===== src/rtl/ppi_sync_pkg.sv =====
// ppi_sync_pkg: shared encodings for the ppi_sync host register map.
// Holds the sel field codes, CFG/STATUS bit positions, BSR field layout
// and the CFG reset value.
package ppi_sync_pkg;

    // sel field of addr
    localparam logic [1:0] SEL_DATA   = 2'd0;
    localparam logic [1:0] SEL_CFG    = 2'd1;
    localparam logic [1:0] SEL_BSR    = 2'd2;
    localparam logic [1:0] SEL_STATUS = 2'd3;

    // CFG bit positions
    localparam int unsigned CFG_DIR  = 0;
    localparam int unsigned CFG_MODE = 1;
    localparam int unsigned CFG_IE   = 2;
    localparam int unsigned CFG_W    = 3;

    localparam logic [CFG_W-1:0] CFG_RESET = 3'b001;

    // STATUS bit positions
    localparam int unsigned STAT_DIR  = 0;
    localparam int unsigned STAT_MODE = 1;
    localparam int unsigned STAT_IBF  = 2;
    localparam int unsigned STAT_OBF  = 3;
    localparam int unsigned STAT_INTR = 4;
    localparam int unsigned STAT_OVR  = 5;

    // BSR write fields
    localparam int unsigned BSR_IDX_LSB = 0;
    localparam int unsigned BSR_IDX_W   = 4;
    localparam int unsigned BSR_VAL     = 4;

endpackage


===== src/rtl/ppi_sync_port.sv =====
// ppi_sync_port: one peripheral port of ppi_sync.
// Holds CFG, the output latch, the strobed input buffer, stb/ack/port_in
// synchronisers, handshake flags and the per-port read mux.
// Ports: clk/reset; cfg_wr/data_wr/bsr_wr/data_rd are already-decoded
// host strobes for this port; sel picks the read mux source (rd_data_c);
// port_in/stb/ack come from the peripheral; port_out/port_oe/ibf/obf/intr
// are registered outputs.
module ppi_sync_port
    import ppi_sync_pkg::*;
#(
    parameter int unsigned WIDTH = 8
) (
    input  logic             clk,
    input  logic             reset,
    input  logic             cfg_wr,
    input  logic             data_wr,
    input  logic             bsr_wr,
    input  logic             data_rd,
    input  logic [1:0]       sel,
    input  logic [WIDTH-1:0] wdata,
    input  logic [WIDTH-1:0] port_in,
    input  logic             stb,
    input  logic             ack,
    output logic [WIDTH-1:0] port_out,
    output logic             port_oe,
    output logic             ibf,
    output logic             obf,
    output logic             intr,
    output logic [WIDTH-1:0] rd_data_c
);

    logic [CFG_W-1:0] cfg_q, cfg_n;
    logic [WIDTH-1:0] latch_q, latch_n, buf_q, buf_n;
    logic             ibf_q, ibf_n, obf_q, obf_n, done_q, done_n, ovr_q, ovr_n;
    logic             intr_q, intr_n, oe_q, oe_n;
    logic [WIDTH-1:0] pin_s1, pin_s2;
    logic             stb_s1, stb_s2, stb_d, ack_s1, ack_s2, ack_d;
    logic             stb_edge, ack_edge, m1_in, m1_out;
    logic [BSR_IDX_W-1:0] bsr_idx;

    assign stb_edge = stb_s2 & ~stb_d;
    assign ack_edge = ack_s2 & ~ack_d;
    assign m1_in    = cfg_q[CFG_MODE] & cfg_q[CFG_DIR];
    assign m1_out   = cfg_q[CFG_MODE] & ~cfg_q[CFG_DIR];
    assign bsr_idx  = wdata[BSR_IDX_LSB +: BSR_IDX_W];

    // Next-state: host events, then handshake events, CFG write overrides flags
    always_comb begin
        cfg_n   = cfg_q;
        latch_n = latch_q;
        buf_n   = buf_q;
        ibf_n   = ibf_q;
        obf_n   = obf_q;
        done_n  = done_q;
        ovr_n   = ovr_q;

        if (data_wr) begin
            latch_n = wdata;
            if (m1_out) begin
                obf_n  = 1'b1;
                done_n = 1'b0;
            end
        end

        if (bsr_wr) begin
            for (int unsigned i = 0; i < WIDTH; i++) begin
                if (32'(bsr_idx) == i) latch_n[i] = wdata[BSR_VAL];
            end
        end

        if (data_rd && m1_in) ibf_n = 1'b0;

        // A read in the same cycle frees the buffer for the new strobe
        if (stb_edge && m1_in) begin
            if (ibf_q && !data_rd) begin
                ovr_n = 1'b1;
            end else begin
                buf_n = pin_s2;
                ibf_n = 1'b1;
            end
        end

        // A simultaneous host write keeps the buffer full
        if (ack_edge && m1_out && obf_q && !data_wr) begin
            obf_n  = 1'b0;
            done_n = 1'b1;
        end

        if (cfg_wr) begin
            cfg_n  = wdata[CFG_W-1:0];
            ibf_n  = 1'b0;
            obf_n  = 1'b0;
            done_n = 1'b0;
            ovr_n  = 1'b0;
        end

        intr_n = cfg_n[CFG_IE] & cfg_n[CFG_MODE] & (cfg_n[CFG_DIR] ? ibf_n : done_n);
        oe_n   = ~cfg_n[CFG_DIR];
    end

    // State and synchroniser registers
    always_ff @(posedge clk) begin
        if (reset) begin
            cfg_q   <= CFG_RESET;
            latch_q <= '0;
            buf_q   <= '0;
            ibf_q   <= 1'b0;
            obf_q   <= 1'b0;
            done_q  <= 1'b0;
            ovr_q   <= 1'b0;
            intr_q  <= 1'b0;
            oe_q    <= 1'b0;
            pin_s1  <= '0;
            pin_s2  <= '0;
            stb_s1  <= 1'b0;
            stb_s2  <= 1'b0;
            stb_d   <= 1'b0;
            ack_s1  <= 1'b0;
            ack_s2  <= 1'b0;
            ack_d   <= 1'b0;
        end else begin
            cfg_q   <= cfg_n;
            latch_q <= latch_n;
            buf_q   <= buf_n;
            ibf_q   <= ibf_n;
            obf_q   <= obf_n;
            done_q  <= done_n;
            ovr_q   <= ovr_n;
            intr_q  <= intr_n;
            oe_q    <= oe_n;
            pin_s1  <= port_in;
            pin_s2  <= pin_s1;
            stb_s1  <= stb;
            stb_s2  <= stb_s1;
            stb_d   <= stb_s2;
            ack_s1  <= ack;
            ack_s2  <= ack_s1;
            ack_d   <= ack_s2;
        end
    end

    // Per-port read mux
    always_comb begin
        rd_data_c = '0;
        case (sel)
            SEL_DATA:   rd_data_c = cfg_q[CFG_DIR] ? (cfg_q[CFG_MODE] ? buf_q : pin_s2) : latch_q;
            SEL_CFG:    rd_data_c = WIDTH'(cfg_q);
            SEL_BSR:    rd_data_c = latch_q;
            SEL_STATUS: rd_data_c = WIDTH'({ovr_q, intr_q, obf_q, ibf_q,
                                            cfg_q[CFG_MODE], cfg_q[CFG_DIR]});
            default:    rd_data_c = '0;
        endcase
    end

    assign port_out = latch_q;
    assign port_oe  = oe_q;
    assign ibf      = ibf_q;
    assign obf      = obf_q;
    assign intr     = intr_q;

endmodule


===== src/rtl/ppi_sync.sv =====
// ppi_sync: NPORTS-port programmable peripheral interface, host side.
// Decodes addr = {sel, port} into per-port strobes, registers rdata.
// Ports: clk, reset, cs/rd/wr/addr/wdata/rdata host bus; port_in/port_out/
// port_oe peripheral pins (port p at [p*WIDTH +: WIDTH]); stb/ack handshake
// inputs; ibf/obf/intr per-port status outputs.
module ppi_sync
    import ppi_sync_pkg::*;
#(
    parameter int unsigned WIDTH  = 8,
    parameter int unsigned NPORTS = 3,
    parameter int unsigned PW     = (NPORTS > 1) ? $clog2(NPORTS) : 1
) (
    input  logic                    clk,
    input  logic                    reset,
    input  logic                    cs,
    input  logic                    rd,
    input  logic                    wr,
    input  logic [PW+1:0]           addr,
    input  logic [WIDTH-1:0]        wdata,
    output logic [WIDTH-1:0]        rdata,
    input  logic [NPORTS*WIDTH-1:0] port_in,
    output logic [NPORTS*WIDTH-1:0] port_out,
    output logic [NPORTS-1:0]       port_oe,
    input  logic [NPORTS-1:0]       stb,
    input  logic [NPORTS-1:0]       ack,
    output logic [NPORTS-1:0]       ibf,
    output logic [NPORTS-1:0]       obf,
    output logic [NPORTS-1:0]       intr
);

    logic [1:0]       sel;
    logic [PW-1:0]    psel;
    logic             wr_ok, rd_ok;
    logic [WIDTH-1:0] rd_arr [NPORTS];
    logic [WIDTH-1:0] rd_mux_c;

    assign sel   = addr[PW+1:PW];
    assign psel  = addr[PW-1:0];
    assign wr_ok = cs & wr;
    // A write in the same cycle suppresses the read and its side effects
    assign rd_ok = cs & rd & ~wr;

    for (genvar p = 0; p < NPORTS; p++) begin : g_port
        logic hit;
        assign hit = (psel == PW'(p));

        ppi_sync_port #(.WIDTH(WIDTH)) u_port (
            .clk       (clk),
            .reset     (reset),
            .cfg_wr    (wr_ok & hit & (sel == SEL_CFG)),
            .data_wr   (wr_ok & hit & (sel == SEL_DATA)),
            .bsr_wr    (wr_ok & hit & (sel == SEL_BSR)),
            .data_rd   (rd_ok & hit & (sel == SEL_DATA)),
            .sel       (sel),
            .wdata     (wdata),
            .port_in   (port_in[p*WIDTH +: WIDTH]),
            .stb       (stb[p]),
            .ack       (ack[p]),
            .port_out  (port_out[p*WIDTH +: WIDTH]),
            .port_oe   (port_oe[p]),
            .ibf       (ibf[p]),
            .obf       (obf[p]),
            .intr      (intr[p]),
            .rd_data_c (rd_arr[p])
        );
    end

    // Port select for read data; unmapped port numbers read as zero
    always_comb begin
        rd_mux_c = '0;
        for (int unsigned p = 0; p < NPORTS; p++) begin
            if (psel == PW'(p)) rd_mux_c = rd_arr[p];
        end
    end

    always_ff @(posedge clk) begin
        if (reset)      rdata <= '0;
        else if (rd_ok) rdata <= rd_mux_c;
    end

endmodule

===== config.mk =====
export PLATFORM = sky130hd
export DESIGN_NAME = ppi_sync
export DESIGN_NICKNAME = d
export VERILOG_FILES = /design/src/rtl/ppi_sync_pkg.sv /design/src/rtl/ppi_sync_port.sv /design/src/rtl/ppi_sync.sv
export SDC_FILE = /design/constraint.sdc
export NUM_CORES = 1
export LEC_CHECK = 0
export ABC_AREA = 1
export CORE_UTILIZATION = 44
export CTS_BUF_LIST = sky130_fd_sc_hd__clkbuf_8
export CTS_CLUSTER_DIAMETER = 60
export DETAILED_ROUTE_END_ITERATION = 12
export DONT_BUFFER_PORTS = 1
export PLACE_DENSITY = 0.62
export SLEW_MARGIN = 40
export SYNTH_ARGS = -nofsm -noshare
export SYNTH_HDL_FRONTEND = slang
export SYNTH_SLANG_ARGS = --single-unit
export TNS_END_PERCENT = 1

===== constraint.sdc =====
create_clock -name clk -period 1.9 [get_ports clk]
set_input_delay 0.285 -clock clk [delete_from_list [all_inputs] [get_ports clk]]
set_output_delay 0.285 -clock clk [all_outputs]
set_load 0.02 [all_outputs]

[Yosys cells after proc, flatten, opt, wreduce, memory -nomap -nowiden]
Cells that the tools add are included.
Word-level totals
  register bits after elaboration: 149
  bits of input ports: 47
  logic and storage cells: 233
Operators by class
  eq/ne operators: 12
  multiplexer cells: 72
  bitwise gates (word level): 55
  reduce and logical (&&, ||, !) cells: 42
Operator list (count)
  $mux W8: 15
  $pmux W8 S4: 3
  $mux W1: 51
  $and A1 B1 Y1: 39
  $logic_and A1 B1 Y1: 18
  $reduce_and A2 Y1: 9
  $eq A4 B3 Y1 const B: 4
  $not A1 Y1: 16
  $mux W3: 3
  $reduce_or A3 Y1: 3
  $eq A4 B2 Y1 const B: 2
  $eq A2 B2 Y1 const B: 3
  $logic_not A1 Y1: 6
  $reduce_or A2 Y1: 3
  $eq A2 B1 Y1 const B: 2
  $eq A4 B1 Y1 const B: 1
  $logic_not A2 Y1: 2
  $logic_not A4 Y1: 1

[Depth between registers and ports, before layout]
Gate-level depths: netlist of run 1.
  depth after elaboration: 11
  gate-level depth with buffers: 13
  depth with buffers taken out: 11

[Cells and area by module]
From an unflattened synthesis of run 1, not the netlist that was laid out.
Second synthesis, totals
  cell total of the unflattened synthesis: 1017
  area total of the unflattened synthesis: 6820.3 um2
Modules (own cells, without submodules)
  ppi_sync_port: times used 3, cells an instance 298, area each 2055.7 um2
  ppi_sync: times used 1, cells an instance 123, area each 653.1 um2

[Least setup slack after synthesis of run 1]
No wires, ideal clock.
  path kind: input to register
  from: input addr[2]
  to: register g_port[2].u_port.latch_q[6]
  setup time: 0.131 ns
  data arrival time: 1.278 ns
  required time: 1.769 ns
  slack: 0.491 ns
  stages: 8
  buffers on the path: 2
  cells stage by stage: buf_4 -> nor2_4 -> nand2_1 -> nor2_2 -> inv_2 -> buf_2 -> o211ai_1 -> a21oi_1
Between the ends
  word-level cells in the longest chain between the ends: 5
  elaborated cells on any way between the ends: 7
Ends and longest elaborated chain
  start: declaration: line ppi_sync.sv:18  | input logic [PW+1:0] addr,
  $logic_not A2 Y1: line ppi_sync.sv:51  | .data_wr (wr_ok & hit & (sel == SEL_DATA)),
  $and A1 B1 Y1: line ppi_sync.sv:51
  $mux W8: line ppi_sync_port.sv:57  | if (data_wr) begin
  $mux W1: line ppi_sync_port.sv:67  | if (32'(bsr_idx) == i) latch_n[i] = wdata[BSR_VAL];
  $mux W8 (*): line ppi_sync_port.sv:65  | if (bsr_wr) begin
  end signal: assignment: line ppi_sync_port.sv:123  | latch_q <= latch_n;
  end: declaration: line ppi_sync_port.sv:33  | logic [WIDTH-1:0] latch_q, latch_n, buf_q, buf_n;
Every way passes the cells marked *; elsewhere a longest branch is shown, timed or not.
A chain may end at the register's enable or synchronous reset.

[Final worst setup path of run 1]
  from: register g_port[0].u_port.cfg_q[0]
  to: register g_port[0].u_port.buf_q[5]
Between the ends
  word-level cells in the longest chain between the ends: 3
Ends and longest elaborated chain
  start: declaration: line ppi_sync_port.sv:32  | logic [CFG_W-1:0] cfg_q, cfg_n;
  start signal: assignment: line ppi_sync_port.sv:122  | cfg_q <= cfg_n;
  $and A1 B1 Y1: line ppi_sync_port.sv:43  | assign m1_in = cfg_q[CFG_MODE] & cfg_q[CFG_DIR];
  $logic_and A1 B1 Y1: line ppi_sync_port.sv:74  | if (stb_edge && m1_in) begin
  $reduce_and A2 Y1 (no source line)
  end signal: assignment: line ppi_sync_port.sv:124  | buf_q <= buf_n;
  end: declaration: line ppi_sync_port.sv:33
Every way passes these cells.

==> results.md, run 1 <==
- Status: finished clean
- RSZ-0062 raised after global routing: false
- Full die area: ~15000 sq um
- TNS Setup: 0 ns
- Routed WL: 17.0 mm
- Die X: 123 microns
- Most common cell in the netlist: nor2_1
- Yosys top cell by area: dfxtp_1
- CP Launch Type: flip-flop
- Worst endpoint required time: approximately 2.3 ns
- Most used DFF post-synth: dfxtp_1
- Die height: 123 microns
- Core Util, Final: 0.520
- Largest cells by area after synthesis: dfxtp_1 (46%), nor2_1 (11%), nand2_1 (11%)
- Top cell type's share of synthesized area: 0.461
- Fin. max-slew vios: 0
- Fin worst setup slack: roughly 0.25 ns
- Syn avg cell area: 6.88 sq um
- Crit-path max cell delay: around 0.54 ns
- GRT Util Overall: 0.238
- GPL Wtd Cong: 0.898
- Worst VDD drop: between 0.4 and 0.5 mV
- Register area: 2980 sq um
- Final period util: 0.866
- Crit-path slowest cell: dfxtp_1
- Final Hold Viols: 0
- R2R Setup Slk: about 0.25 ns
- R2r startpoint: g_port[0].u_port.cfg_q[0]
- Layout cells sized above 1: 0.0886
- Worst Setup End Kind: flip-flop
- Area grow syn2layout: 13.4%
- Sequence of cells on the critical path: nand2_1 -> nor3_1 -> nand2_2 -> inv_2 -> o21ai_1 -> a21oi_1
- Hold Path End: g_port[0].u_port.port_out[2]
- Drt via density: just under 5
- Num CTS Buffers: 17
- Routed WL per cell: 14.6 microns
- Pin count of the biggest net entering global routing: 76
- Worst reg2reg endpoint: g_port[0].u_port.buf_q[5]
- Via count: about 5700
- Worst-path fanout max: 10
- Min-delay src: wdata[4]
- Fin nets: slightly above 1000
- Syn Nets: 987
- Hold Path Cell Cnt: 2
- Yosys warns: 0
- Total core area: 14100 sq um
- Rows: 43
- Leakage power: 3.26 nW
- Asr flop ratio synth: 0
- Routed Antenna Nets: 0
- H-tree depth: 4
- Rel. slew slack: 0.647
- CP arrival: just over 2 ns
- CTS tree: yes
- Max Clk Rate: 608 MHz
- Fillers: 1480
- EDFF count, synth: 0
- Final setup fails: 0
- Hold crit path type: in2reg
- Port buffer count: 0
- N_diodes: 0
- Fin crit period: 1.65 ns
- Worst r2r path cells: 6
- Initial antenna violation count: 0
- Starting Density: 0.459
- Clk Latency, worst-skew pair: around 0.46 ns
- Root Driver: clkbuf_8
- First-pass GRT wire length: 26.9 mm
- Mapped Area: 6460 sq um
- Mapped Cells: 940
- Clock Tree Buf Depth: 2
- Vias in the first global route: 5190
- Clock sink count: 149
- Final HPWL DP: 12.2 mm
- Worst Max-Slew Pin Slew: about 0.53 ns
- CP Class: reg2reg
- Boundary Pins: 91
- Commonest cells in the synthesized netlist: nor2_1 (183), nand2_1 (181), dfxtp_1 (149)
- Clock transition at path regs: 0.07 ns
- Flops & latches, synth: 149
- DP Worst Slack: 0.287 ns
- Pwr per Cell Area: roughly 800 nW/um^2
- Clock skew: 0.0132 ns
- Synth unique cells: 35
- First-pass DRT Iterations: 5
- Grt total ovfl: 0
- Initial DRC count: about 440
- Max-Cap Viols: 0
- Register area share after synthesis: 0.461
- Setup crit start: g_port[0].u_port.cfg_q[0]
- Area occupied by multi-input gates: 2730 sq um
- DRC violations left: 0
## repair_timing
| action | in CTS | in global routing |
|---|---|---|
| buffers inserted | 0 | 0 |
| endpoints found under the hold margin | 94 | 0 |
| gates resized for setup | 0 | 0 |
| hold buffers | 37 | 0 |
## power breakdown
group / switching [W] / total [W] / internal [W]
Sequential: 0.0000693 / 0.00328 / 0.00321
Clock: 0.00116 / 0.00229 / 0.00113
Combinational: 0.000282 / 0.000456 / 0.000174
## final cells by class
type	count	area share
Clock inverter	14	0.0167
Multi-Input combinational cell	610	0.372
Tap cell	180	0.0307
Clock buffer	17	0.0319
Inverter	138	0.0709
Sequential cell	149	0.407
Timing Repair Buffer	54	0.0703
## cells by family (layout without fill, tap and decap cells)
kind of cell,count (synthesis),in the layout,share of synthesized area
and+or+nand+nor,442,442,0.285
DFF,149,149,0.461
AOI/OAI and AO/OA,168,168,0.137
buffers and inverters,181,223,0.117
## per-stage QoR
stage | std cells | instance area, sq um | total power [W] | hold WS (ns)
after floorplan | 940 | 6460 | 0.00364 | 0.388
after global placement | 1094 | 6580 | 0.00370 | 0.362
after detailed placement | 1094 | 6580 | 0.00371 | 0.362
after CTS | 1162 | 7330 | 0.00607 | 0.00121
after global routing | 1162 | 7330 | 0.00628 | 0.0361
final | 1162 | 7330 | 0.00602 | 0.0351
## how the worst max path moves through the flow
stage                     depth (start not counted)                           end  slack, ns
after detailed placement                          6     g_port[0].u_port.buf_q[5]       0.29
after CTS                                         6     g_port[0].u_port.buf_q[5]       0.26
final                                             6     g_port[0].u_port.buf_q[5]       0.25
after floorplan                                   8  g_port[2].u_port.port_out[6]       0.49
after global placement                            6     g_port[0].u_port.buf_q[4]       0.30
after global routing                              6     g_port[0].u_port.buf_q[5]       0.06
## sequential cells by signal, summed over array words and instances (netlist names)
signal,cells
g_port.u_port.cfg_q,9
g_port.u_port.ovr_q,3
g_port.u_port.port_oe,3
g_port.u_port.intr,3
g_port.u_port.ack_s2,3
g_port.u_port.obf,3
g_port.u_port.pin_s2,24
g_port.u_port.stb_d,3
g_port.u_port.stb_s1,3
g_port.u_port.done_q,3
g_port.u_port.port_out,24
g_port.u_port.pin_s1,24
rdata,8
g_port.u_port.stb_s2,3
g_port.u_port.buf_q,24
g_port.u_port.ibf,3
g_port.u_port.ack_d,3
g_port.u_port.ack_s1,3
## critical path: cells and delay by family, from the launching register on
kind / cells / cell delay, ns
and+or+nand+nor: 3 / 0.65
DFF: 1 / 0.54
buffers and inverters: 1 / 0.19
AOI/OAI and AO/OA: 2 / 0.18
## placed cells by master (no fill, tap or decap), drive strengths merged, types with 2 or more instances in the layout
master,n
o211ai,5
and2,2
clkinv,9
nand3,34
nand2,190
dfxtp,149
o21ai,102
clkbuf,17
nor3,14
or2,2
bufinv,2
a31oi,2
a21oi,54
a21boi,2
buf,18
inv,140
nor2,196
dlygate4sd3,36
and3,2
## routing by layer
| layer | share of wire | track usage | up-vias | wire length [microns] |
|---|---|---|---|---|
| met3 | 0.074 | 0.0600 | 38 | 1260 |
| met5 | 0 | 0 | - | 0 |
| met4 | 0.034 | 0.125 | 0 | 572 |
| li1 | - | - | 2965 | - |
| met1 | 0.45 | 0.311 | 2504 | 7670 |
| met2 | 0.44 | 0.361 | 212 | 7460 |
(Power assumes the default switching activity.)
==> run 2, diff against run 1 <==
--- a/config.mk
+++ b/config.mk
@@ -6,6 +6,7 @@
 export NUM_CORES = 1
 export LEC_CHECK = 0
 export ABC_AREA = 1
+export CORE_ASPECT_RATIO = 1.5
 export CORE_UTILIZATION = 44
 export CTS_BUF_LIST = sky130_fd_sc_hd__clkbuf_8
 export CTS_CLUSTER_DIAMETER = 60
==> constraint.sdc (replaced) <==
create_clock -name clk -period 1.6 [get_ports clk]
set_input_delay 0.24 -clock clk [delete_from_list [all_inputs] [get_ports clk]]
set_output_delay 0.24 -clock clk [all_outputs]
set_load 0.02 [all_outputs]
==> run 2 against run 1 <==
- combinational power rose by 29%
- hold slack got worse by 0.012 ns
- wire length rose by 5.4%
- final area increased by 3.1%
- flip-flop and latch count did not move
- critical path type unchanged
- largest power group unchanged
- highest routed layer unchanged
==> results.md, run 2 (synthesis gave the netlist of run 1 again) <==
- Sequential share of power: 0.527 (-0.017)
- Rel. slew slack: 0.577 (-0.0700)
- Layout cells sized above 1: 0.110 (+0.0210)
- Full die area: 15200 sq um (about the same)
- R2R Setup Slk: 0.15 ns (-0.11 ns)
- Fin crit period: 1.45 ns (-0.191 ns)
- CP Class: reg2reg
- DRC violations left: 0 (unchanged)
- Rows: 53 (+23%)
- Initial antenna violation count: 0 (unchanged)
- Final HPWL DP: 13.1 mm (+7.3%)
- Final Non-Filler Cells: 1196 (+2.9%)
- Clock sink count: 149 (unchanged)
- Boundary Pins: 91 (unchanged)
- Initial DRC count: 497 (+13%)
- Leakage power: 3.40 nW (+4.2%)
- Crit-path slowest cell: dfxtp_1
- N_diodes: 0 (unchanged)
- Worst setup path end: g_port[1].u_port.intr
- Die X: 101 microns (-18%)
- Fillers: 1450 (-2.0%)
- Clock transition at path regs: 0.08 ns (about the same)
- Final Hold Viols: 0 (unchanged)
- Worst r2r path cells: 7 (+1)
- Root Driver: clkbuf_8
- Worst endpoint required time: 1.98 ns (-0.30 ns)
- Crit-path max cell delay: 0.42 ns (-0.12 ns)
- Vias in the first global route: 5547 (+6.9%)
- Pin count of the biggest net entering global routing: 71 (-6.6%)
- Port buffer count: 0 (unchanged)
- Dpl cells: 1126 (+2.9%)
- Fin. max-slew vios: 0 (unchanged)
- Worst Setup End Kind: flip-flop
- CTS tree: yes
- Die height: 150 microns (+22%)
- CP arrival: 1.83 ns (-0.20 ns)
- Sw Ratio: 0.241 (-0.00987)
- CP Launch Type: flip-flop
- Clock Power Share: 0.393 (+0.013)
- Via count: 5854 (+2.4%)
- Placed Area: 6750 sq um (+2.5%)
- Register area: 2980 sq um (about the same)
- Status: finished clean
- Routed WL per cell: 15.0 microns (+2.4%)
- Routed WL: 17.9 mm (+5.4%)
- Most frequent cells in the layout: nor2_1 (182), nand2_1 (181), dfxtp_1 (148), inv_1 (128), o21ai_0 (82)
- Most common cell after layout, fill and taps aside: nor2_1
- Max Clk Rate: 688 MHz (+13%)
- First-pass DRT Iterations: 5 (unchanged)
- Worst Max-Slew Pin Slew: 0.632 ns (+0.105 ns)
- Pint: 0.00558 W (+24%)
- Levels on crit path: 7 (+1)
- TNS Setup: 0 ns (unchanged)
- Core Util, Final: 0.532 (+0.0126)
- Total power: 0.00735 W (+22%)
- Top cell family by delay on the critical path: simple AND/OR/NAND/NOR gates
- Routed Antenna Nets: 0 (unchanged)
- Hold crit path type: in2reg
- First-pass GRT wire length: 28.2 mm (+4.8%)
- GPL Wtd Cong: 0.938 (+4.4%)
- Setup Buffers After CTS: 0 (unchanged)
- Setup crit start: g_port[1].u_port.cfg_q[1]
- Starting Density: 0.456 (-0.00307)
- Area grow syn2layout: 16.9%
- Fin nets: 1039 (+2.2%)
- Clock skew: 0.00916 ns (-0.00401 ns)
- RSZ-0062 raised after global routing: false
- Final Instance Area: 7560 sq um (+3.1%)
- Final period util: 0.909 (+0.0430)
- Drt via density: 4.89 (-0.55%)
- Worst VDD drop: 0.586 mV (+34%)
- Max-Cap Viols: 0 (unchanged)
- Clock Tree Buf Depth: 2 (unchanged)
- Num CTS Buffers: 17 (unchanged)
- Total core area: 14200 sq um (+0.67%)
- R2r startpoint: g_port[1].u_port.cfg_q[1]
- Combinational share of power: 0.080 (+0.004)
- Most used cell, CP: nand2_1
- Pwr per Cell Area: 973 nW/um^2 (+18%)
- Clk Latency, worst-skew pair: 0.44 ns (-0.02 ns)
- Hold Path Cell Cnt: 2 (unchanged)
- Worst reg2reg endpoint: g_port[1].u_port.intr
- H-tree depth: 4 (unchanged)
- GRT Util Overall: 0.248 (+0.0105)
- Final setup fails: 0 (unchanged)
- Grt total ovfl: 0 (unchanged)
- Sw power: 0.00178 W (+17%)
- Worst-path fanout max: 11 (+1)
- Area occupied by multi-input gates: 2740 sq um (+0.27%)
- Buf/Inv on CP: 1 (unchanged)
- Sequence of cells on the critical path: inv_1 -> nor2_1 -> nand3_1 -> nand2_1 -> and3_1 -> nand2_1 -> a21oi_1
run 2: changes by cell type in the layout (fill, tap and decap cells not counted), sizes merged:
cell / before / now
bufinv: 2 / 3
dlygate4sd3: 36 / 38
clkinv: 9 / 7
clkbuf: 17 / 18
buf: 18 / 38
run 2: timing repair:
action                                  in CTS  in global routing
endpoints found under the hold margin      100                  0
resized for setup                            0                  3
endpoints found under the setup margin       0                 11
hold buffers                                39                  0
run 2: worst min-delay path by stage:
stage	endpoint	start	slack (ns)
5_1_grt	g_port[2].u_port.port_out[6]	wdata[6]	0.01
2_1_floorplan	g_port[0].u_port.ack_s1	ack[0]	0.35
3_5_place_dp	g_port[0].u_port.pin_s1[5]	reset	0.32
4_1_cts	g_port[2].u_port.port_out[6]	wdata[6]	0.002
3_3_place_gp	g_port[0].u_port.pin_s1[4]	reset	0.32
6_report	g_port[2].u_port.port_out[6]	wdata[6]	0.02
run 2: worst reg2reg max path: stages, from the launching register on:
cell     delay (ns)
dfxtp_1        0.42
inv_1          0.23
nor2_1         0.23
nand3_1        0.12
nand2_1        0.07
and3_1         0.16
nand2_1        0.05
a21oi_1        0.11
run 2: per-layer routing:
metal,track usage,vias to the layer above,wire [microns],share of wire
met2,0.424,180,8760,0.49
li1,-,3009,-,-
met3,0.0864,47,1310,0.073
met4,0.143,0,893,0.050
met1,0.264,2618,6920,0.39
met5,0,-,0,0
run 2: final cells by class:
| class | count | area share |
|---|---|---|
| flip-flops and latches | 149 | 0.395 |
| multi-input cells | 610 | 0.362 |
| repair buffers | 76 | 0.0907 |
| inverters | 138 | 0.0687 |
| clock buffers | 18 | 0.0328 |
| well taps | 192 | 0.0318 |
| clock inverters | 13 | 0.0189 |
run 2: per-stage QoR:
step | hold WS, ns | setup WS (ns)
2_1_floorplan | 0.347 | 0.236
3_3_place_gp | 0.316 | 0.0784
3_5_place_dp | 0.318 | 0.0708
4_1_cts | 0.00174 | 0.0514
5_1_grt | 0.00952 | 0.000427
6_report | 0.0227 | 0.146
run 2: power by group through the flow:
stage | Combinational, W | Clock [W] | Sequential (W)
6_report | 0.000588 | 0.00289 | 0.00388
5_1_grt | 0.000654 | 0.00315 | 0.00389
4_1_cts | 0.000583 | 0.00297 | 0.00387
3_5_place_dp | 0.000464 | 0 | 0.00396
3_3_place_gp | 0.000465 | 0 | 0.00396
2_1_floorplan | 0.000373 | 0 | 0.00394
